## src/rtl/cpu_core.sv

```systemverilog
// cpu_core: parametrised register-file CPU core.
//
// Fetches from an external combinational program ROM and executes through a
// FETCH/EXEC/WB state machine. It supports loads, ALU ops, shifts, jumps and
// HALT.
//
// Optional feature macro: CPU_MULDIV_EN
//   - Defined: MUL/DIV opcodes (7..A) are implemented.
//   - Undefined: opcodes 7..A behave as a 2-cycle NOP that sets cf. In this
//     build no multiplier or divider is inferred.
//
// Ports:
//   clk       rising-edge clock
//   rst_n     asynchronous active-low reset
//   run       level enable, sampled only in FETCH
//   pc        address of the instruction to fetch
//   instr     ROM data for pc: {opcode[3:0], dst[RW-1:0], src[DW-1:0]}
//   dbg_sel   debug register select
//   dbg_data  register[dbg_sel], combinational
//   zf/sf/cf  zero, sign and carry/error flags
//   halted    set by HALT, cleared only by reset
module cpu_core #(
   parameter  int DW     = 8,
   parameter  int NREG   = 4,
   parameter  int IDEPTH = 16,
   localparam int RW     = $clog2(NREG),
   localparam int PW     = $clog2(IDEPTH),
   localparam int IW     = 4 + RW + DW
) (
   input  logic          clk,
   input  logic          rst_n,
   input  logic          run,
   output logic [PW-1:0] pc,
   input  logic [IW-1:0] instr,
   input  logic [RW-1:0] dbg_sel,
   output logic [DW-1:0] dbg_data,
   output logic          zf,
   output logic          sf,
   output logic          cf,
   output logic          halted
);

   typedef enum logic [1:0] {S_FETCH, S_EXEC, S_WB, S_HALT} state_t;

   typedef enum logic [3:0] {
      OP_NOP  = 4'h0, OP_LDI  = 4'h1, OP_LDR  = 4'h2, OP_ADDI = 4'h3,
      OP_ADDR = 4'h4, OP_SUBI = 4'h5, OP_SUBR = 4'h6, OP_MULI = 4'h7,
      OP_MULR = 4'h8, OP_DIVI = 4'h9, OP_DIVR = 4'hA, OP_SHR  = 4'hB,
      OP_SHL  = 4'hC, OP_JMP  = 4'hD, OP_JZ   = 4'hE, OP_HALT = 4'hF
   } opcode_t;

   typedef logic [DW-1:0] data_t;
   typedef logic [RW-1:0] ridx_t;
   typedef logic [PW-1:0] addr_t;

   // Shift amounts at or beyond the data width flush the register to zero.
   localparam data_t SH_LIM = data_t'(DW);

   state_t        state, state_next;
   logic [IW-1:0] ir;
   opcode_t       op;
   ridx_t         ir_dst;
   data_t         ir_src;
   data_t         regs [NREG];
   data_t         tmp;

   data_t         dst_val, src_val, operand, alu_res;
   logic          alu_cf;
   logic [DW:0]   sum;
`ifdef CPU_MULDIV_EN
   logic [2*DW-1:0] prod;
`endif

   logic  ir_load, pc_inc, pc_jmp, reg_we, flag_we, cf_set, tmp_we, halt_set;
   data_t reg_wdata;

   assign op       = opcode_t'(ir[IW-1:IW-4]);
   assign ir_dst   = ir[IW-5:DW];
   assign ir_src   = ir[DW-1:0];
   assign dst_val  = regs[ir_dst];
   assign src_val  = regs[ridx_t'(ir_src)];
   assign dbg_data = regs[dbg_sel];

   // ALU: dst op operand. Register-operand opcodes use the register named by
   // the low src bits; immediate opcodes use the whole src field.
   always_comb begin
      operand = ir_src;
      if (op inside {OP_ADDR, OP_SUBR, OP_MULR, OP_DIVR})
         operand = src_val;
      alu_res = '0;
      alu_cf  = 1'b0;
      sum     = '0;
`ifdef CPU_MULDIV_EN
      prod    = '0;
`endif
      case (op)
         OP_ADDI, OP_ADDR: begin
            sum     = {1'b0, dst_val} + {1'b0, operand};
            alu_res = sum[DW-1:0];
            alu_cf  = sum[DW];
         end
         OP_SUBI, OP_SUBR: begin
            alu_res = dst_val - operand;
            alu_cf  = (dst_val < operand);
         end
`ifdef CPU_MULDIV_EN
         OP_MULI, OP_MULR: begin
            prod    = {{DW{1'b0}}, dst_val} * {{DW{1'b0}}, operand};
            alu_res = prod[DW-1:0];
            alu_cf  = |prod[2*DW-1:DW];
         end
         OP_DIVI, OP_DIVR: begin
            if (operand == '0) begin
               alu_res = '1;
               alu_cf  = 1'b1;
            end else begin
               alu_res = dst_val / operand;
            end
         end
`endif
         OP_SHR:  alu_res = (ir_src >= SH_LIM) ? '0 : (dst_val >> ir_src);
         OP_SHL:  alu_res = (ir_src >= SH_LIM) ? '0 : (dst_val << ir_src);
         default: alu_res = '0;
      endcase
   end

   always_ff @(posedge clk or negedge rst_n) begin
      if (!rst_n) state <= S_FETCH;
      else        state <= state_next;
   end

   always_comb begin
      state_next = state;
      ir_load    = 1'b0;
      pc_inc     = 1'b0;
      pc_jmp     = 1'b0;
      reg_we     = 1'b0;
      reg_wdata  = alu_res;
      flag_we    = 1'b0;
      cf_set     = 1'b0;
      tmp_we     = 1'b0;
      halt_set   = 1'b0;
      case (state)
         S_FETCH: begin
            if (run) begin
               ir_load    = 1'b1;
               state_next = S_EXEC;
            end
         end
         S_EXEC: begin
            state_next = S_FETCH;
            case (op)
               OP_NOP: pc_inc = 1'b1;
               OP_LDI: begin
                  reg_we    = 1'b1;
                  reg_wdata = ir_src;
                  pc_inc    = 1'b1;
               end
               OP_LDR: begin
                  reg_we    = 1'b1;
                  reg_wdata = src_val;
                  pc_inc    = 1'b1;
               end
               OP_ADDI, OP_ADDR, OP_SUBI, OP_SUBR: begin
                  tmp_we     = 1'b1;
                  flag_we    = 1'b1;
                  state_next = S_WB;
               end
               OP_MULI, OP_MULR, OP_DIVI, OP_DIVR: begin
`ifdef CPU_MULDIV_EN
                  tmp_we     = 1'b1;
                  flag_we    = 1'b1;
                  state_next = S_WB;
`else
                  cf_set = 1'b1;
                  pc_inc = 1'b1;
`endif
               end
               OP_SHR, OP_SHL: begin
                  reg_we  = 1'b1;
                  flag_we = 1'b1;
                  pc_inc  = 1'b1;
               end
               OP_JMP: pc_jmp = 1'b1;
               OP_JZ: begin
                  if (zf) pc_jmp = 1'b1;
                  else    pc_inc = 1'b1;
               end
               OP_HALT: begin
                  halt_set   = 1'b1;
                  state_next = S_HALT;
               end
               default: pc_inc = 1'b1;
            endcase
         end
         S_WB: begin
            reg_we     = 1'b1;
            reg_wdata  = tmp;
            pc_inc     = 1'b1;
            state_next = S_FETCH;
         end
         S_HALT:  state_next = S_HALT;
         default: state_next = S_FETCH;
      endcase
   end

   always_ff @(posedge clk or negedge rst_n) begin
      if (!rst_n) begin
         ir     <= '0;
         tmp    <= '0;
         pc     <= '0;
         zf     <= 1'b0;
         sf     <= 1'b0;
         cf     <= 1'b0;
         halted <= 1'b0;
         for (int unsigned i = 0; i < NREG; i++) regs[ridx_t'(i)] <= '0;
      end else begin
         if (ir_load) ir  <= instr;
         if (tmp_we)  tmp <= alu_res;
         if (reg_we)  regs[ir_dst] <= reg_wdata;
         if (flag_we) begin
            zf <= (alu_res == '0);
            sf <= alu_res[DW-1];
            cf <= alu_cf;
         end
         if (cf_set) cf <= 1'b1;
         if (pc_jmp)      pc <= addr_t'(ir_src);
         else if (pc_inc) pc <= pc + 1'b1;
         if (halt_set) halted <= 1'b1;
      end
   end

endmodule
```

## config.mk

```make
export PLATFORM = sky130hd
export DESIGN_NAME = cpu_core
export DESIGN_NICKNAME = d
export VERILOG_FILES = /design/src/rtl/cpu_core.sv
export SDC_FILE = /design/constraint.sdc
export NUM_CORES = 1
export LEC_CHECK = 0
export ABC_AREA = 1
export CELL_PAD_IN_SITES_DETAIL_PLACEMENT = 1
export CELL_PAD_IN_SITES_GLOBAL_PLACEMENT = 1
export CORE_MARGIN = 2
export CORE_UTILIZATION = 42
export CTS_CLUSTER_DIAMETER = 60
export CTS_CLUSTER_SIZE = 25
export DETAILED_ROUTE_END_ITERATION = 8
export DONT_BUFFER_PORTS = 1
export PLACE_DENSITY = 0.85
export SYNTH_ARGS = -nofsm -noshare
export SYNTH_HDL_FRONTEND = slang
export SYNTH_SLANG_ARGS = --single-unit
```

## constraint.sdc

```tcl
create_clock -name clk -period 3 [get_ports clk]
set_input_delay 0.45 -clock clk [delete_from_list [all_inputs] [get_ports clk]]
set_output_delay 0.45 -clock clk [all_outputs]
set_load 0.02 [all_outputs]
```

Word-level counts from Yosys, hierarchy flattened. Cells that the tools add are included.

Bitwise gates (word level): 3. Reductions and logical operators: 14. Magnitude comparators: 6. $add $sub $neg: 3. Mux-type cells: 44. Shifts and indexed selects: 2. Eq/ne operators: 19.

Operators with widths (number): 8-bit two-way mux (10); 8-bit binary-select mux with 2-bit select (3); 32-bit bitwise mux (1); 4-bit == test (second input constant) (8); 8-bit one-hot mux with 2 select lines (2); 8-bit one-hot mux with 4 select lines (1); 8-bit demux with 2-bit select (1); 4-bit by 3-bit == test with 1-bit output (second input constant) (4); 1-bit two-way mux (16); 4-bit OR reduction (3); 1-bit one-hot mux with 2 select lines (5); 8-bit by 8-bit adder with 9-bit output (1); 3-bit greater-or-equal comparator (second input constant) (3); 2-bit inverter with 3-bit output (3); 9-bit OR reduction (1); 4-bit by 2-bit == test with 1-bit output (second input constant) (2); 8-bit by 4-bit greater-or-equal comparator with 1-bit output (second input constant) (1); 8-bit logical NOT (1); 8-bit < comparator (1); 4-bit two-way mux (2); 2-bit one-hot mux with 4 select lines (1); 8-bit by 8-bit << shifter with 8-bit output (1); 8-bit by 8-bit right shift with 8-bit output (1); 8-bit subtractor (1); other kinds (15) (18).

Logic and storage cells: 103. Register bits: 64. Output and inout port bits: 16. Input bits: 19.

Longest topological paths before layout.
Word-level depth: 10. Mapped depth: 22. Gate-level depth less buffers: 21.

Least setup slack after synthesis. No wires, ideal clock.

Kind: reg-to-reg. Start point: register ir[13]. End point: register regs[10] in the netlist's numbering. Path slack: -0.073 ns. Arrival: 2.946 ns. Required time: 2.873 ns. Buffers on the path: 1. Clock period less this slack: 3.073 ns. Library setup time: 0.127 ns. Stages on the path, launching flop included: 17. Cells stage by stage: dfrtp_1 nand2_1 inv_1 nor3_1 clkbuf_1 o21ai_0 ha_1 fa_1 or2_2 nand3_1 o21ai_0 a21oi_1 nand3_1 o21ai_1 nand2_1 nand3_1 o21ai_0.

Word-level cells in the longest chain between the ends: 8. Elaborated cells between the ends (all ways): 23. Those cells by class: add/sub (2); eq/ne (10); mux (7); reduce/logical (4).

Ends and longest elaborated chain: from (decl) (RTL line 60) `logic [IW-1:0] ir;`; from (signal assigned) (RTL line 218) `if (ir_load) ir <= instr;`; 4-bit by 3-bit == test with 1-bit output / 4-bit == test (equally long branches) (RTL line 88, 96); 4-bit nonzero test (RTL line 88) `if (op inside {OP_ADDR, OP_SUBR, OP_MULR, OP_DIVR})`; 8-bit two-way mux (RTL line 88); 8-bit subtractor / 8-bit by 8-bit adder with 9-bit output (equally long branches) (RTL line 103, 98); 8-bit one-hot mux with 4 select lines (RTL line 96) `case (op)`; 8-bit one-hot mux with 2 select lines (RTL line 152) `case (op)`; 8-bit one-hot mux with 2 select lines (RTL line 143) `case (state)`; 32-bit bitwise mux (RTL line 220) `if (reg_we) regs[ir_dst] <= reg_wdata;`; to (signal, indexed assignment) (RTL line 220); to (decl) (RTL line 64) `data_t regs [NREG];`.

Several ways; a longest one is shown, not always the timed one. A chain may end at the register's enable or synchronous reset.

Worst setup path in the final report.
Start point: register ir[12]. End point: register zf.

Word-level cells in the longest chain between the ends: 6. Elaborated cells between the ends (all ways): 19. Those cells by class: add/sub (2); eq/ne (8); mux (4); reduce/logical (5).

Ends and longest elaborated chain: 4-bit by 3-bit == test with 1-bit output / 4-bit == test (equally long branches) (RTL line 88, 96, 152); 4-bit nonzero test (RTL line 88); 8-bit two-way mux (RTL line 88); 8-bit subtractor / 8-bit by 8-bit adder with 9-bit output (equally long branches) (RTL line 103, 98); 8-bit one-hot mux with 4 select lines (RTL line 96); 8-bit logical NOT (RTL line 222) `zf <= (alu_res == '0);`; to (signal assigned) (RTL line 222); to (decl) (RTL line 37) `output logic zf,`.

Several ways; a longest one is shown, not always the timed one.

==> flow_summary_export.csv <==
group,metric,value,unit
place,hpwl,16.2,mm
worst_setup_path,path_common_cell,"nand2_2",
yosys,yosys_register_bits,64,
worst_setup_path,r2r_end,"zf$_DFFE_PN0P_",
layout,area_growth,28.5,%
yosys,synth-adder-area-share,0.0623,
worst_setup_path,rr_startpoint,"ir[12]$_DFFE_PN0P_",
yosys,synth_top_family_by_area,"simple AND/OR/NAND/NOR gates",
clock_network,htree_num_levels,3,
yosys,synth-compound-area-share,0.172,
run_status,violations,"negative hold slack, negative setup slack",
clock_network,path_clk_slew,60,ps
drt,vias,6287,
layout,antenna_cells,0,
die,num_io_pins,35,
worst_setup_path,worstSetupPathType,"reg -> reg",
die,rows,40,
yosys,synth_mux_area_frac,0.00428,
yosys,yosysWarningCount,0,
layout,final_util,0.558,
die,core_area,0.0121,mm2
worst_setup_path,worstRegToRegCells,20,
worst_setup_path,worstSetupStartpoint,"ir[12]$_DFFE_PN0P_",
worst_setup_path,critical_path.slowest_cell,"dfrtp_1",
yosys,synth_area,0.00526,mm2
die,dieArea,0.0134,mm2
worst_setup_path,end_kind,"register",
yosys,syn_nets,870,
place,dp.cells,1037,
layout,nets,935,
place,port_buffers,0,
yosys,synth.avg_cell_area,6.37,um2
drt,wl_per_cell,21.4,um
die,dieWidth,116,um
worst_setup_path,slowest_delay,380,ps
clock_network,insertion_delay,340,ps
timing,slew_viol_final,0,
timing,fin_skew,8.42,ps
timing,fin_ws,-112,ps
yosys,syn-instance-count,826,
timing,fin_crit_sh,1.04,
yosys,synthSimpleGateAreaFrac,0.368,
drt,wl_met3,1.81,mm
timing,finalHoldViolCount,20,
drt,via_per_inst,5.91,
timing,grt_setup_unrepaired,"true",
worst_setup_path,rrSetupSlack,-110,ps
yosys,yosysUniqueCellTypes,40,
place,post_dp_cell_area,0.00591,mm2
die,initial_utilization,0.435,
drt,wl_met1,8.77,mm
yosys,synth_edf_count,0,
layout,final_common_cell,"nand2_1",
layout,final-instance-count-excl-fill,1064,
worst_setup_path,arrival,3390,ps
flow_run,drv_cap,0,
timing,hold_ws,-6.26,ps
drt,drc,0,
timing,timing.fmax,321,MHz
global_routing,grt_max_degree,65,
drt,top_layer_used,"met4",
timing,setup_viol,15,
clock_network,clock_sinks,64,
yosys,yosys_most_used_dff,"dfrtp_1",
timing,worstMarginPinSlew,910,ps
worst_setup_path,cp-endpoint,"zf$_DFFE_PN0P_",
place,gp_congestion,0.919,
drt,antenna_left,0,
layout,layout.area.seq,0.00160,mm2
clock_network,cts_tree,"done",
global_routing,grt_pass1_wl,33.3,mm
die,die_h,116,um
place,post-place-ws,-335,ps
clock_network,clk_path_buf_depth,2,
worst_setup_path,start_kind,"register",
layout,layout-drive-gt1-share,0.244,
timing,period_minus_slack,3110,ps
clock_network,cts_buffers,9,
clock_network,clockRootBuffer,"clkbuf_16",
worst_setup_path,critPathMaxFanout,8,
global_routing,antenna_found_initial,0,
run_status,outcome,"complete, but fails checks",
global_routing,grt_pass1_vias,6458,
min_path,hold_class,"in -> async",
drt,dr.pass1.iters,5,
worst_setup_path,critPathRequiredTime,3280,ps
layout,design_area,0.00676,mm2
drt,wirelength,22.7,mm
layout,final_cell_mix,"255 x nand2_1, 73 x nand3_1, 72 x buf_4",
yosys,synth_xor_area_frac,0.00166,
global_routing,grt_usage,0.327,
worst_setup_path,crit_chain,"buf_4 > nor2_4 > nor3_4 > buf_6 > clkbuf_16 > o21ai_4 > ha_2 > inv_2 > fa_2 > nand2_2 > a21oi_2 > nor3_2 > o22ai_2 > a21oi_2 > nand3_2 > inv_2 > nand3_2 > nor2_4 > nand2_2 > nand2_2",
timing,maxSlewHeadroom,0.392,
drt,wl_met2,11.1,mm
global_routing,overflow,0,
layout,multi_input_area,0.00362,mm2
drt,drtIter0Drc,466,
yosys,ys_seq_area_frac,0.304,
yosys,async_flop_share,1.00,
layout,final.fill_count,1601,
## through the flow
step	TNS (ps)	hold WS, ps
finish	-627	-6.26
global route	-5250	9.12
CTS	-281	3.41
detailed placement	-4080	156
global placement	-414	156
floorplan	0	154
## cell type report
class | instances | area share
inverter | 89 | 0.0507
clock buffer | 10 | 0.0339
timing repair buffer | 81 | 0.103
sequential | 64 | 0.237
clock inverter | 6 | 0.00888
multi-input combinational | 646 | 0.535
tap | 168 | 0.0311
## cell families after synthesis
group | Yosys count
buffers and inverters | 116
AO/OA/AOI/OAI | 164
adder cells (fa/ha/maj) | 25
multiplexers | 2
AND/OR/NAND/NOR | 454
XOR/XNOR | 1
flip-flops | 64
## synth_stat cells, types with 2 or more instances
cell,n,area (um2)
a21oi_1,52,260
mux2_2,2,22.5
nand3_1,86,430
nand3_2,2,20.0
o211ai_1,7,52.6
o21ai_0,69,345
nand2_1,274,1030
a31oi_1,3,18.8
buf_2,6,30.0
nor2_1,61,229
clkbuf_1,15,56.3
clkinv_1,2,7.51
o21bai_1,2,15.0
nand2_2,4,25.0
dfrtp_1,64,1600
fa_1,2,40.0
inv_1,74,278
nor3_1,5,25.0
o22ai_1,11,68.8
nor2_4,3,33.8
ha_1,23,288
nand4_1,9,56.3
o21ai_1,14,70.1
buf_1,2,7.51
buf_4,3,22.5
or2_2,2,12.5
inv_2,12,45.0
nor2_2,5,31.3
## what timing repair did
| item | CTS | global route |
|---|---|---|
| pin swaps | 8 | 32 |
| endpoints found under the hold margin | 64 | 0 |
| endpoints found under the setup margin | 27 | 36 |
| gates resized for setup | 29 | 98 |
| cloned | 0 | 1 |
| buffers inserted | 3 | 6 |
| hold buffers | 1 | 0 |
## metal layers
metal / GRT usage / vias to the layer above
met5: 0 / -
li1: - / 2838
met4: 0.169 / 0
met2: 0.555 / 267
met3: 0.0811 / 74
met1: 0.385 / 3108
## how the worst min path moves through the flow
stage	end	slack [ps]	cells after the start
after floorplan	cf$_DFFE_PN0P_	150	0
after global placement	regs[19]$_DFFE_PN0P_	160	0
after detailed placement	regs[3]$_DFFE_PN0P_	160	0
after CTS	regs[13]$_DFFE_PN0P_	3	1
after global routing	regs[13]$_DFFE_PN0P_	9	1
final	regs[13]$_DFFE_PN0P_	-6	1
## critical path, delay by kind of cell, from the launching register on
family,cells,cell delay (ps)
compound gates,4,480
fa+ha+maj,2,570
buf+inv,5,610
flops,1,380
simple gates,9,990
## state kept, by name, summed over array words and instances, names as in the netlist
name    cells
regs       32
ir         14
tmp         8
pc          4
state       2
cf          1
halted      1
sf          1
zf          1
Power is left out: the tool's default activity adds up to more than one toggle a clock period on the data nets, which glitch-free logic cannot reach.
